===== src/rtl/window_match_pkg.sv =====
`default_nettype none
// ============================================================================
// Module   : window_match_pkg
// Purpose  : Shared types and widths for the window match controller.
// Revision : 1.0 - initial release
// ============================================================================
package window_match_pkg;

    localparam int c_CFG_W         = 4;
    localparam int c_CNT_W_DEFAULT = 8;

    typedef enum logic [1:0] {
        IDLE = 2'd0,
        RUN  = 2'd1,
        DONE = 2'd2
    } state_t;

endpackage
`default_nettype wire


===== src/rtl/window_sampler.sv =====
`default_nettype none
// ============================================================================
// Module   : window_sampler
// Purpose  : Sample index, hit counter and end-of-window match detection.
// Revision : 1.0 - initial release
// ============================================================================
module window_sampler
    import window_match_pkg::*;
(
    input  logic               clk,
    input  logic               reset,
    input  logic               i_clear,
    input  logic               i_enable,
    input  logic               i_w,
    input  logic [c_CFG_W-1:0] i_len,
    input  logic [c_CFG_W-1:0] i_target,
    output logic               o_last,
    output logic               o_matched
);

    logic [c_CFG_W-1:0] r_idx;
    logic [c_CFG_W-1:0] r_hits;
    logic [c_CFG_W-1:0] w_last_idx;
    logic [c_CFG_W:0]   w_total;
    logic               w_last;

    // A zero length behaves as a one-sample window
    assign w_last_idx = (i_len == '0) ? '0 : i_len - c_CFG_W'(1);
    assign w_last     = i_enable && (r_idx == w_last_idx);
    // One extra bit keeps a full window of ones from wrapping
    assign w_total    = {1'b0, r_hits} + {{c_CFG_W{1'b0}}, i_w};

    assign o_last    = w_last;
    assign o_matched = (w_total == {1'b0, i_target});

    always_ff @(posedge clk) begin
        if (reset || i_clear) begin
            r_idx  <= '0;
            r_hits <= '0;
        end else if (i_enable) begin
            if (w_last) begin
                r_idx  <= '0;
                r_hits <= '0;
            end else begin
                r_idx  <= r_idx + c_CFG_W'(1);
                r_hits <= r_hits + {{(c_CFG_W-1){1'b0}}, i_w};
            end
        end
    end

endmodule
`default_nettype wire


===== src/rtl/window_match_ctrl.sv =====
`default_nettype none
// ============================================================================
// Module   : window_match_ctrl
// Purpose  : Run FSM counting w=1 samples per window and matching a target.
// Revision : 1.0 - initial release
// ============================================================================
module window_match_ctrl
    import window_match_pkg::*;
#(
    parameter int CNT_W = c_CNT_W_DEFAULT
) (
    input  logic               clk,
    input  logic               reset,
    input  logic               start,
    input  logic               abort,
    input  logic [c_CFG_W-1:0] cfg_win_len,
    input  logic [c_CFG_W-1:0] cfg_target,
    input  logic [CNT_W-1:0]   cfg_num_win,
    input  logic               w,
    output logic               busy,
    output logic               result_valid,
    output logic               z,
    output logic               done,
    output logic [CNT_W-1:0]   win_count,
    output logic [CNT_W-1:0]   match_count
);

    state_t             r_state;
    logic [c_CFG_W-1:0] r_len;
    logic [c_CFG_W-1:0] r_target;
    logic [CNT_W-1:0]   r_num_win;
    logic               r_busy;
    logic               r_result_valid;
    logic               r_z;
    logic               r_done;
    logic [CNT_W-1:0]   r_win_count;
    logic [CNT_W-1:0]   r_match_count;

    logic               w_accept;
    logic               w_enable;
    logic               w_last;
    logic               w_matched;
    logic [CNT_W-1:0]   w_win_next;

    assign w_accept   = (r_state == IDLE) && start && !abort;
    // An aborting cycle takes no sample so the partial window never completes
    assign w_enable   = (r_state == RUN) && !abort;
    assign w_win_next = r_win_count + CNT_W'(1);

    window_sampler u_sampler (
        .clk       (clk),
        .reset     (reset),
        .i_clear   (w_accept),
        .i_enable  (w_enable),
        .i_w       (w),
        .i_len     (r_len),
        .i_target  (r_target),
        .o_last    (w_last),
        .o_matched (w_matched)
    );

    always_ff @(posedge clk) begin
        if (reset) begin
            r_state        <= IDLE;
            r_len          <= '0;
            r_target       <= '0;
            r_num_win      <= '0;
            r_busy         <= 1'b0;
            r_result_valid <= 1'b0;
            r_z            <= 1'b0;
            r_done         <= 1'b0;
            r_win_count    <= '0;
            r_match_count  <= '0;
        end else begin
            r_result_valid <= 1'b0;
            r_z            <= 1'b0;
            r_done         <= 1'b0;
            case (r_state)
                IDLE: begin
                    if (w_accept) begin
                        r_len         <= cfg_win_len;
                        r_target      <= cfg_target;
                        r_num_win     <= cfg_num_win;
                        r_win_count   <= '0;
                        r_match_count <= '0;
                        r_busy        <= 1'b1;
                        r_state       <= RUN;
                    end
                end
                RUN: begin
                    if (abort) begin
                        r_busy  <= 1'b0;
                        r_state <= IDLE;
                    end else if (w_last) begin
                        r_result_valid <= 1'b1;
                        r_z            <= w_matched;
                        r_win_count    <= w_win_next;
                        if (w_matched && (r_match_count != '1)) begin
                            r_match_count <= r_match_count + CNT_W'(1);
                        end
                        if ((r_num_win != '0) && (w_win_next == r_num_win)) begin
                            r_done  <= 1'b1;
                            r_busy  <= 1'b0;
                            r_state <= DONE;
                        end
                    end
                end
                DONE: begin
                    r_state <= IDLE;
                end
                default: begin
                    r_busy  <= 1'b0;
                    r_state <= IDLE;
                end
            endcase
        end
    end

    assign busy         = r_busy;
    assign result_valid = r_result_valid;
    assign z            = r_z;
    assign done         = r_done;
    assign win_count    = r_win_count;
    assign match_count  = r_match_count;

endmodule
`default_nettype wire


===== config.mk =====
export PLATFORM = sky130hd
export DESIGN_NAME = window_match_ctrl
export DESIGN_NICKNAME = d
export VERILOG_FILES = /design/src/rtl/window_match_pkg.sv /design/src/rtl/window_sampler.sv /design/src/rtl/window_match_ctrl.sv
export SDC_FILE = /design/constraint.sdc
export NUM_CORES = 1
export LEC_CHECK = 0
export CAP_MARGIN = 20
export CORE_ASPECT_RATIO = 1.2
export CORE_MARGIN = 1.5
export CORE_UTILIZATION = 45
export CTS_CLUSTER_SIZE = 24
export DETAILED_ROUTE_END_ITERATION = 10
export PLACE_DENSITY = 0.7
export SYNTH_ARGS = -nofsm -noshare
export SYNTH_HDL_FRONTEND = slang
export SYNTH_HIERARCHICAL = 1
export SYNTH_SLANG_ARGS = --single-unit

===== constraint.sdc =====
create_clock -name clk -period 5 [get_ports clk]
set_input_delay 1 -clock clk [delete_from_list [all_inputs] [get_ports clk]]
set_output_delay 1 -clock clk [all_outputs]
set_load 0.1 [all_outputs]

Word-level counts from Yosys, hierarchy flattened
Cells that the tools add are included.
W data, S select, Z words.
{ "word_totals": {"regBits": 46, "latch_bits": 0, "ramBits": 0, "mem_bits_ro": 0, "in_bits": 21, "out_inout_bits": 20, "wordCells": 75, "mem_count": 0} }
{ "classes": {"n_addsub": 6, "n_mul": 0, "div": 0, "order_cmp": 0, "eq_ne": 12, "shift": 0, "muxes": 23, "bitwise": 3, "reduce_logical": 19} }
{ "op_table": {"columns": ["cell", "n"], "rows": [
  ["$mux W8", 6],
  ["$pmux W8 S2", 2],
  ["$add A8 B1 Y8 const B", 2],
  ["$mux W4", 3],
  ["$eq A8 B8 Y1", 1],
  ["$mux W2", 4],
  ["$ne A8 B8 Y1 const B", 1],
  ["$reduce_and A4 Y1", 2],
  ["$reduce_bool A8 Y1", 1],
  ["$logic_and A1 B1 Y1", 6],
  ["$mux W1", 6],
  ["$ne A2 B1 Y1 const B", 3],
  ["$ne A3 B2 Y1 const B", 2],
  ["$add A4 B1 Y5", 1],
  ["$eq A5 B4 Y1", 1],
  ["$reduce_and A5 Y1", 1],
  ["$add A4 B1 Y4", 1],
  ["$add A4 B1 Y4 const B", 1],
  ["$eq A4 B4 Y1", 1],
  ["$logic_not A4 Y1", 1],
  ["$pmux W2 S2", 1],
  ["$reduce_or A4 Y1", 1],
  ["$sub A4 B1 Y4 const B", 1],
  ["$not A1 Y1", 3],
  ["11 further kinds", 11]
]} }

Longest topological paths before layout
Gate-level depths: netlist (run 1).
{ "depth": {"ltp_word": 7, "ltp_mapped": 13, "ltp_nobuf": 13} }

Cells and area by module
The synthesis (run 1) kept the hierarchy.
{ "by_module_without_submodules": {"columns": ["mod", "n_inst", "cells_per_inst", "area_each_um2"], "rows": [
  ["window_match_ctrl", 1, 218, 1770.4],
  ["window_sampler", 1, 73, 603.1]
]} }

Worst setup path before layout (run 1)
No wires, ideal clock.
{ "synth_timing": {"kind": "input port to flip-flop", "start": "input w", "end": "register r_match_count[5], in the netlist match_count[5]", "arrival_time_ps": 2961, "path_slack_ps": 1969, "stages": 10, "cell_sequence": "ha_1 > ha_1 > nor2b_1 > o31a_1 > nor4_1 > inv_1 > a22o_1 > nand4b_1 > or3_1 > a21oi_1"} }
{ "synth_via": {"elab_chain_len": 5} }
{ "synth_rtl": {"columns": ["element", "line_no", "rtl"], "rows": [
  ["start: declaration", "window_match_ctrl.sv:19", "input logic w,"],
  ["$add A4 B1 Y5", "window_sampler.sv:31", "assign w_total = {1'b0, r_hits} + {{c_CFG_W{1'b0}}, i_w};"],
  ["$eq A5 B4 Y1", "window_sampler.sv:34", "assign o_matched = (w_total == {1'b0, i_target});"],
  ["net w_matched", "window_match_ctrl.sv:42", "logic w_matched;"],
  ["$logic_and A1 B1 Y1", "window_match_ctrl.sv:98", "if (w_matched && (r_match_count != '1)) begin"],
  ["$ne A2 B1 Y1 (no line)", null, null],
  ["$reduce_and A5 Y1 (no line)", null, null],
  ["end signal: assignment", "window_match_ctrl.sv:99", "r_match_count <= r_match_count + CNT_W'(1);"],
  ["end: declaration", "window_match_ctrl.sv:37", "logic [CNT_W-1:0] r_match_count;"]
]} }
The timed path passes the listed nets, and every way through them passes these cells.
A chain may end at the register's enable or synchronous reset.

Worst setup path after layout (run 1)
Same ends and word-level chain as after synthesis.

==> results of run 1 <==
[synthesized netlist by cell type, drive strengths merged, types with 4 or more instances]
library cell  number  area share (%)
nor2b              7             1.8
nor3               5             1.5
and4               4             1.5
a211oi             4             1.5
xor2              14             5.2
a21oi             28             5.9
inv               10             1.6
ha                 5             2.6
nand2             50             7.9
and3               6             1.8
xnor2             10             3.7
nor2              21             3.4
clkbuf             7             1.1
o21ai             17             3.6
dfxtp             46              39
nand3             12             3.1
[per-stage QoR]
stage               power [W]  setup WS, ps  util (%)  instance area (um2)  std cells
floorplan            0.000447          1970         -                 2370        291
global placement     0.000475          1300      56.4                 2820        384
detailed placement   0.000476          1170      56.4                 2820        384
CTS                  0.000713          1480      58.3                 2920        392
global route         0.000739          1090      58.3                 2920        392
finish               0.000706          1470      58.3                 2920        392
[worst reg2reg max path: stages (launching register included)]
cell	delay, ps
dfxtp_1	380
nor2_2	160
mux2i_1	240
xor2_1	160
and4b_1	430
and2_1	310
and2_1	180
o21a_1	240
nand4b_1	200
or3_1	360
a21oi_1	150
[final cells by class]
class                           count  area, um2
Fill cell                         492       2090
Inverter                           11       41.3
Sequential cell                    46        921
Clock buffer                        6       82.6
Clock inverter                      2       12.5
Tap cell                           60       75.1
Timing Repair Buffer               43        423
Multi-Input combinational cell    224       1360
[registers in the layout, summed over array words and instances (netlist names)]
register	cells
r_target	4
u_sampler/r_idx	4
r_len	4
z	1
done	1
r_state	2
win_count	8
busy	1
u_sampler/r_hits	4
result_valid	1
r_num_win	8
match_count	8
[how the worst max path moves through the flow]
| stage | startpoint | endpoint | slack (ps) |
|---|---|---|---|
| 2_1_floorplan | w | match_count[5] | 1970 |
| 3_3_place_gp | w | match_count[5] | 1300 |
| 3_5_place_dp | w | match_count[5] | 1170 |
| 4_1_cts | w | match_count[5] | 1480 |
| 5_1_grt | w | match_count[5] | 1090 |
| 6_report | w | match_count[5] | 1470 |
[per-layer routing]
metal  vias up  routed length, um
met1      1017               2470
met2        39               2500
met5         -                  0
met4         0                 55
met3         7                229
li1       1102                  -
[power by group through the flow]
stage,clock network (W),registers (W),logic [W]
finish,0.000239,0.000383,0.0000846
global route,0.000261,0.000384,0.0000943
CTS,0.000244,0.000383,0.0000857
detailed placement,0,0.000391,0.0000853
global placement,0,0.000391,0.0000842
floorplan,0,0.000394,0.0000531
[cell families (layout without fill, tap and decap cells)]
| family | count (synthesis) | after routing |
|---|---|---|
| AO/OA/AOI/OAI | 72 | 72 |
| buffers and inverters | 21 | 62 |
| AND/OR/NAND/NOR | 121 | 121 |
| XOR/XNOR | 24 | 24 |
| multiplexers | 2 | 2 |
| flip-flops | 46 | 46 |
| adder cells (fa/ha/maj) | 5 | 5 |
==> results_dict.tcl, run 1 <==
set metrics [dict create \
    status "completed" \
    clkLatencyLatePin_ps 300 \
    power_frac_clock_pct 33.9 \
    max_freq_ghz 0.283 \
    die_h_um 82.6 \
    grt_overflow 0 \
    first_iter_violations 76 \
    clk_pin_slew_ps 90 \
    finClkSkew_ps 6.02 \
    post_route_cells_drive_above_1_share_pct 5.12 \
    switchingPower_w 0.000184 \
    arrival_ps 3760 \
    vias 2165 \
    fin_crit_ps 3530 \
    dp.final_hpwl_um 3750 \
    reg2reg_from "r_len[1]" \
    synth.net_count 317 \
    start_util_pct 47.4 \
    post_cts_buffers 0 \
    min_to "r_target[3]" \
    switching_share_pct 26.1 \
    setup_tns_ps 0 \
    htreeDepth 2 \
    dieArea_um2 5720 \
    hold_buffers 0 \
    grt_max_degree 33 \
    path_cells "clkdlybuf4s50_1, ha_1, ha_1, nor2b_1, nor2b_1, o21ai_0, o31a_1, nor4_1, inv_1, a22o_1, nand4b_1, or3_1, a21oi_1" \
    numCtsBuffers 5 \
    synthCells 291 \
    hold_viol_final 0 \
    place_congestion 0.884 \
    syn_to_final_growth_pct 23.0 \
    regToRegSetupSlack_ps 2130 \
    grt.busiest_layer "met2" \
    combinationalPowerShare_pct 12.0 \
    cp-end-kind "register" \
    worst_hold_slack_ps 470 \
    cts_tree "yes" \
    synthMuxAreaShare_pct 0.843 \
    grt_usage_pct 19.1 \
    setup_viol 0 \
    ant_nets 0 \
    crit_cells 13 \
    antenna_found_initial 0 \
    clkSinkCount 46 \
    core_um2 5010 \
    synth_top_family_by_area "simple AND/OR/NAND/NOR gates" \
    cts-resized-gates 0 \
    vdd.ir_drop.worst_mv 0.137 \
    p_leak_nw 1.09 \
    max-cap-violations 0 \
    totalWireLength_um 5250 \
    synth-adder-area-share_pct 2.64 \
    crit_slowest_cell "clkdlybuf4s50_1" \
    ys.flop_type "dfxtp_1" \
    maxSlewHeadroom_pct 34.9 \
    p_seq_share_pct 54.2 \
    rsz0062_at_grt "false" \
    use_met2_pct 32.9 \
    syn_area_um2 2370 \
    ys_ff_latch 46 \
    cts_max_path_buffers 2 \
    critPathKind "in2reg" \
    hold_path_class "reg2reg" \
    cts_root_buffer "clkbuf_8" \
    synth-xor-area-share_pct 8.86 \
    die_w_um 69.3 \
    dr.pass1.iters 4 \
    crit_family "simple AND/OR/NAND/NOR gates" \
    intPower_w 0.000522 \
    std_cell_rows 28 \
    n_antenna_cell 0 \
    drv_slew 0 \
    synth_compound_area_share_pct 19.4 \
    worst_pin_slew_ps 973 \
    layout_commonest_cell "nand2_1" \
    port-buffer-count 40 \
    critPathRequiredTime_ps 5230 \
    layout_common_cells "nand2_1 (50), dfxtp_1 (46), clkdlybuf4s50_1 (40)" \
    yosysSeqAreaShare_pct 38.8 \
    start_kind "input port" \
    grt_pass1_wl_um 8920 \
    pwr_density_cell_nw_per_um2 242 \
    wire_per_inst_um 13.4 \
    reg2reg_depth 10 \
    grtUsageMet3_pct 4.13 \
    r2r-end "match_count[5]" \
    hold_path_depth 2 \
    cp_max_fo 4 \
    ioPinCount 41 \
    synth_area_per_cell_um2 8.16 \
    ys_warn_count 6 \
    synthDistinctLibCells 53 \
    grtUsageMet1_pct 24.1 \
    via_per_inst 5.52 \
    first_global_vias 1957 \
    synth_simple_gate_area_share_pct 25.7 \
    synth_edf_count 0 \
    synth-async-reset-ratio_pct 0 \
    max_stage_delay_ps 460 \
    crit_buf_inv 2 \
    nets 357 \
    drc_errors 0 \
    worstHoldStart "r_target[3]" \
    min_period_over_period_pct 70.7 \
]
No activity file was read; power rests on OpenSTA's default activity.
==> inputs of run 2 (changes only) <==
==> constraint.sdc (replaced) <==
create_clock -name clk -period 3.5 [get_ports clk]
set_input_delay 0.7 -clock clk [delete_from_list [all_inputs] [get_ports clk]]
set_output_delay 0.7 -clock clk [all_outputs]
set_load 0.1 [all_outputs]
==> run 2 against run 1 <==
Sequential power is 43% higher. Sequential share of layout area up 0.081 points. Cell area down 0.26%. Routed wire length is 0.63% higher. Combinational power grew 45%. Flip-flop and latch count stayed put. First-iteration DRC count shrank 7.9%. Cell count increased by 0.26%. Worst hold slack gained 6.4 ps. Clock skew rose by 0.59 ps. Largest cell class unchanged. Non-clock buffer count grew 1.
==> results_dict.tcl, run 2 (synthesized netlist as in run 1, its figures left out) <==
set metrics [dict create \
    grt_overflow 0 \
    start_util_pct 47.4 \
    critPathKind "in2reg" \
    wire_per_inst_um 13.5 \
    cts-resized-gates 0 \
    die_h_um 82.6 \
    numCtsBuffers 5 \
    nets 358 \
    htreeDepth 2 \
    ioPinCount 41 \
    place_congestion 0.834 \
    setup_tns_ps 0 \
    worst_pin_slew_ps 973 \
    post_cts_buffers 0 \
    max-cap-violations 0 \
    grt_max_degree 32 \
    crit_slowest_cell "clkdlybuf4s50_1" \
    layout_common_cells "nand2_1 (50), dfxtp_1 (46), clkdlybuf4s50_1 (30)" \
    clkSinkCount 46 \
    setup_viol 0 \
    grt_pass1_wl_um 8870 \
    critPathRequiredTime_ps 3740 \
    via_per_inst 5.49 \
    cts_tree "yes" \
    path_cells "clkdlybuf4s50_1, ha_1, ha_1, nor2b_1, nor2b_1, o21ai_0, o31a_1, nor4_1, inv_1, a22o_1, nand4b_1, or3_1, a21oi_1" \
    place_area_um2 2810 \
    clkLatencyLatePin_ps 300 \
    maxSlewHeadroom_pct 34.9 \
    dr.pass1.iters 4 \
    max_stage_delay_ps 460 \
    fin_crit_ps 3140 \
    p_leak_nw 1.12 \
    hold_viol_final 0 \
    totalWireLength_um 5290 \
    vias 2158 \
    min_period_over_period_pct 89.6 \
    port-buffer-count 40 \
    cp-end-kind "register" \
    pwr_density_cell_nw_per_um2 354 \
    vdd.ir_drop.worst_mv 0.178 \
    max_freq_ghz 0.319 \
    drc_errors 0 \
    finClkSkew_ps 6.61 \
    std_cell_rows 28 \
    first_global_vias 1964 \
    hold_path_class "reg2reg" \
    dieArea_um2 5720 \
    antenna_found_initial 0 \
    arrival_ps 3370 \
    cp_max_fo 4 \
    clk_pin_slew_ps 90 \
    start_kind "input port" \
    post_route_cells_drive_above_1_share_pct 8.41 \
    dp.final_hpwl_um 3790 \
    syn_to_final_growth_pct 22.7 \
    fin_area_um2 2910 \
    first_iter_violations 70 \
    die_w_um 69.3 \
    rsz0062_at_grt "false" \
    ant_nets 0 \
    core_um2 5010 \
    drv_slew 0 \
    n_antenna_cell 0 \
    status "completed" \
    cts_max_path_buffers 2 \
    cts_root_buffer "clkbuf_8" \
    grt_usage_pct 19.2 \
    layout_commonest_cell "nand2_1" \
    hold_buffers 0 \
]
==> run 2: cell types whose count changed in the layout (fill, tap and decap cells not counted) <==
| cell | previous run | this run |
|---|---|---|
| buf_4 | 3 | 14 |
| clkinv_2 | 1 | 0 |
| clkinvlp_4 | 1 | 0 |
| clkbuf_8 | 6 | 7 |
| clkdlybuf4s50_1 | 40 | 30 |
| clkinv_4 | 0 | 1 |
==> run 2: final cells by class <==
type                    count  area (um2)
inverters                  11        41.3
flip-flops and latches     46         921
clock buffers               7        96.3
repair buffers             44         405
multi-input cells         224        1360
fillers                   478        2100
clock inverters             1        8.76
well taps                  60        75.1
==> run 2: metrics by stage <==
step	cells	total power [W]	utilization (%)	hold WS, ps	worst slack [ps]
after floorplan	291	0.000639	-	429	769
after global placement	385	0.000682	56.0	444	106
after detailed placement	385	0.000682	56.0	459	92.4
after CTS	393	0.00104	58.1	480	384
after global routing	393	0.00107	58.1	495	195
final	393	0.00103	58.1	476	363
==> run 2: per-layer routing <==
metal | share of wire, % | global-route usage [%]
met1 | 48 | 24.6
met2 | 48 | 33.3
met3 | 3.3 | 3.40
met4 | 1.1 | 5.88
met5 | 0 | 0
==> run 2: final timing paths <==
path	end	cells past startpoint	from	slack (ps)
worst max-delay path	match_count[5]	13	w	360
worst min-delay path	u_sampler/r_hits[0]	2	u_sampler/r_hits[0]	480
worst max register to register	match_count[5]	10	r_len[0]	730
worst min register to register	u_sampler/r_hits[0]	2	u_sampler/r_hits[0]	480
==> run 2: where the power goes <==
group / switching [W] / internal [W]
registers: 0.0000133 / 0.000534
clock network: 0.000179 / 0.000181
logic: 0.0000688 / 0.0000540
total: 0.000261 / 0.000769
==> run 2: worst max-delay path, delay by kind of cell <==
family | cells | cell delay, ps
fa+ha+maj | 2 | 390
simple gates | 5 | 1080
buf+inv | 2 | 590
compound gates | 4 | 610
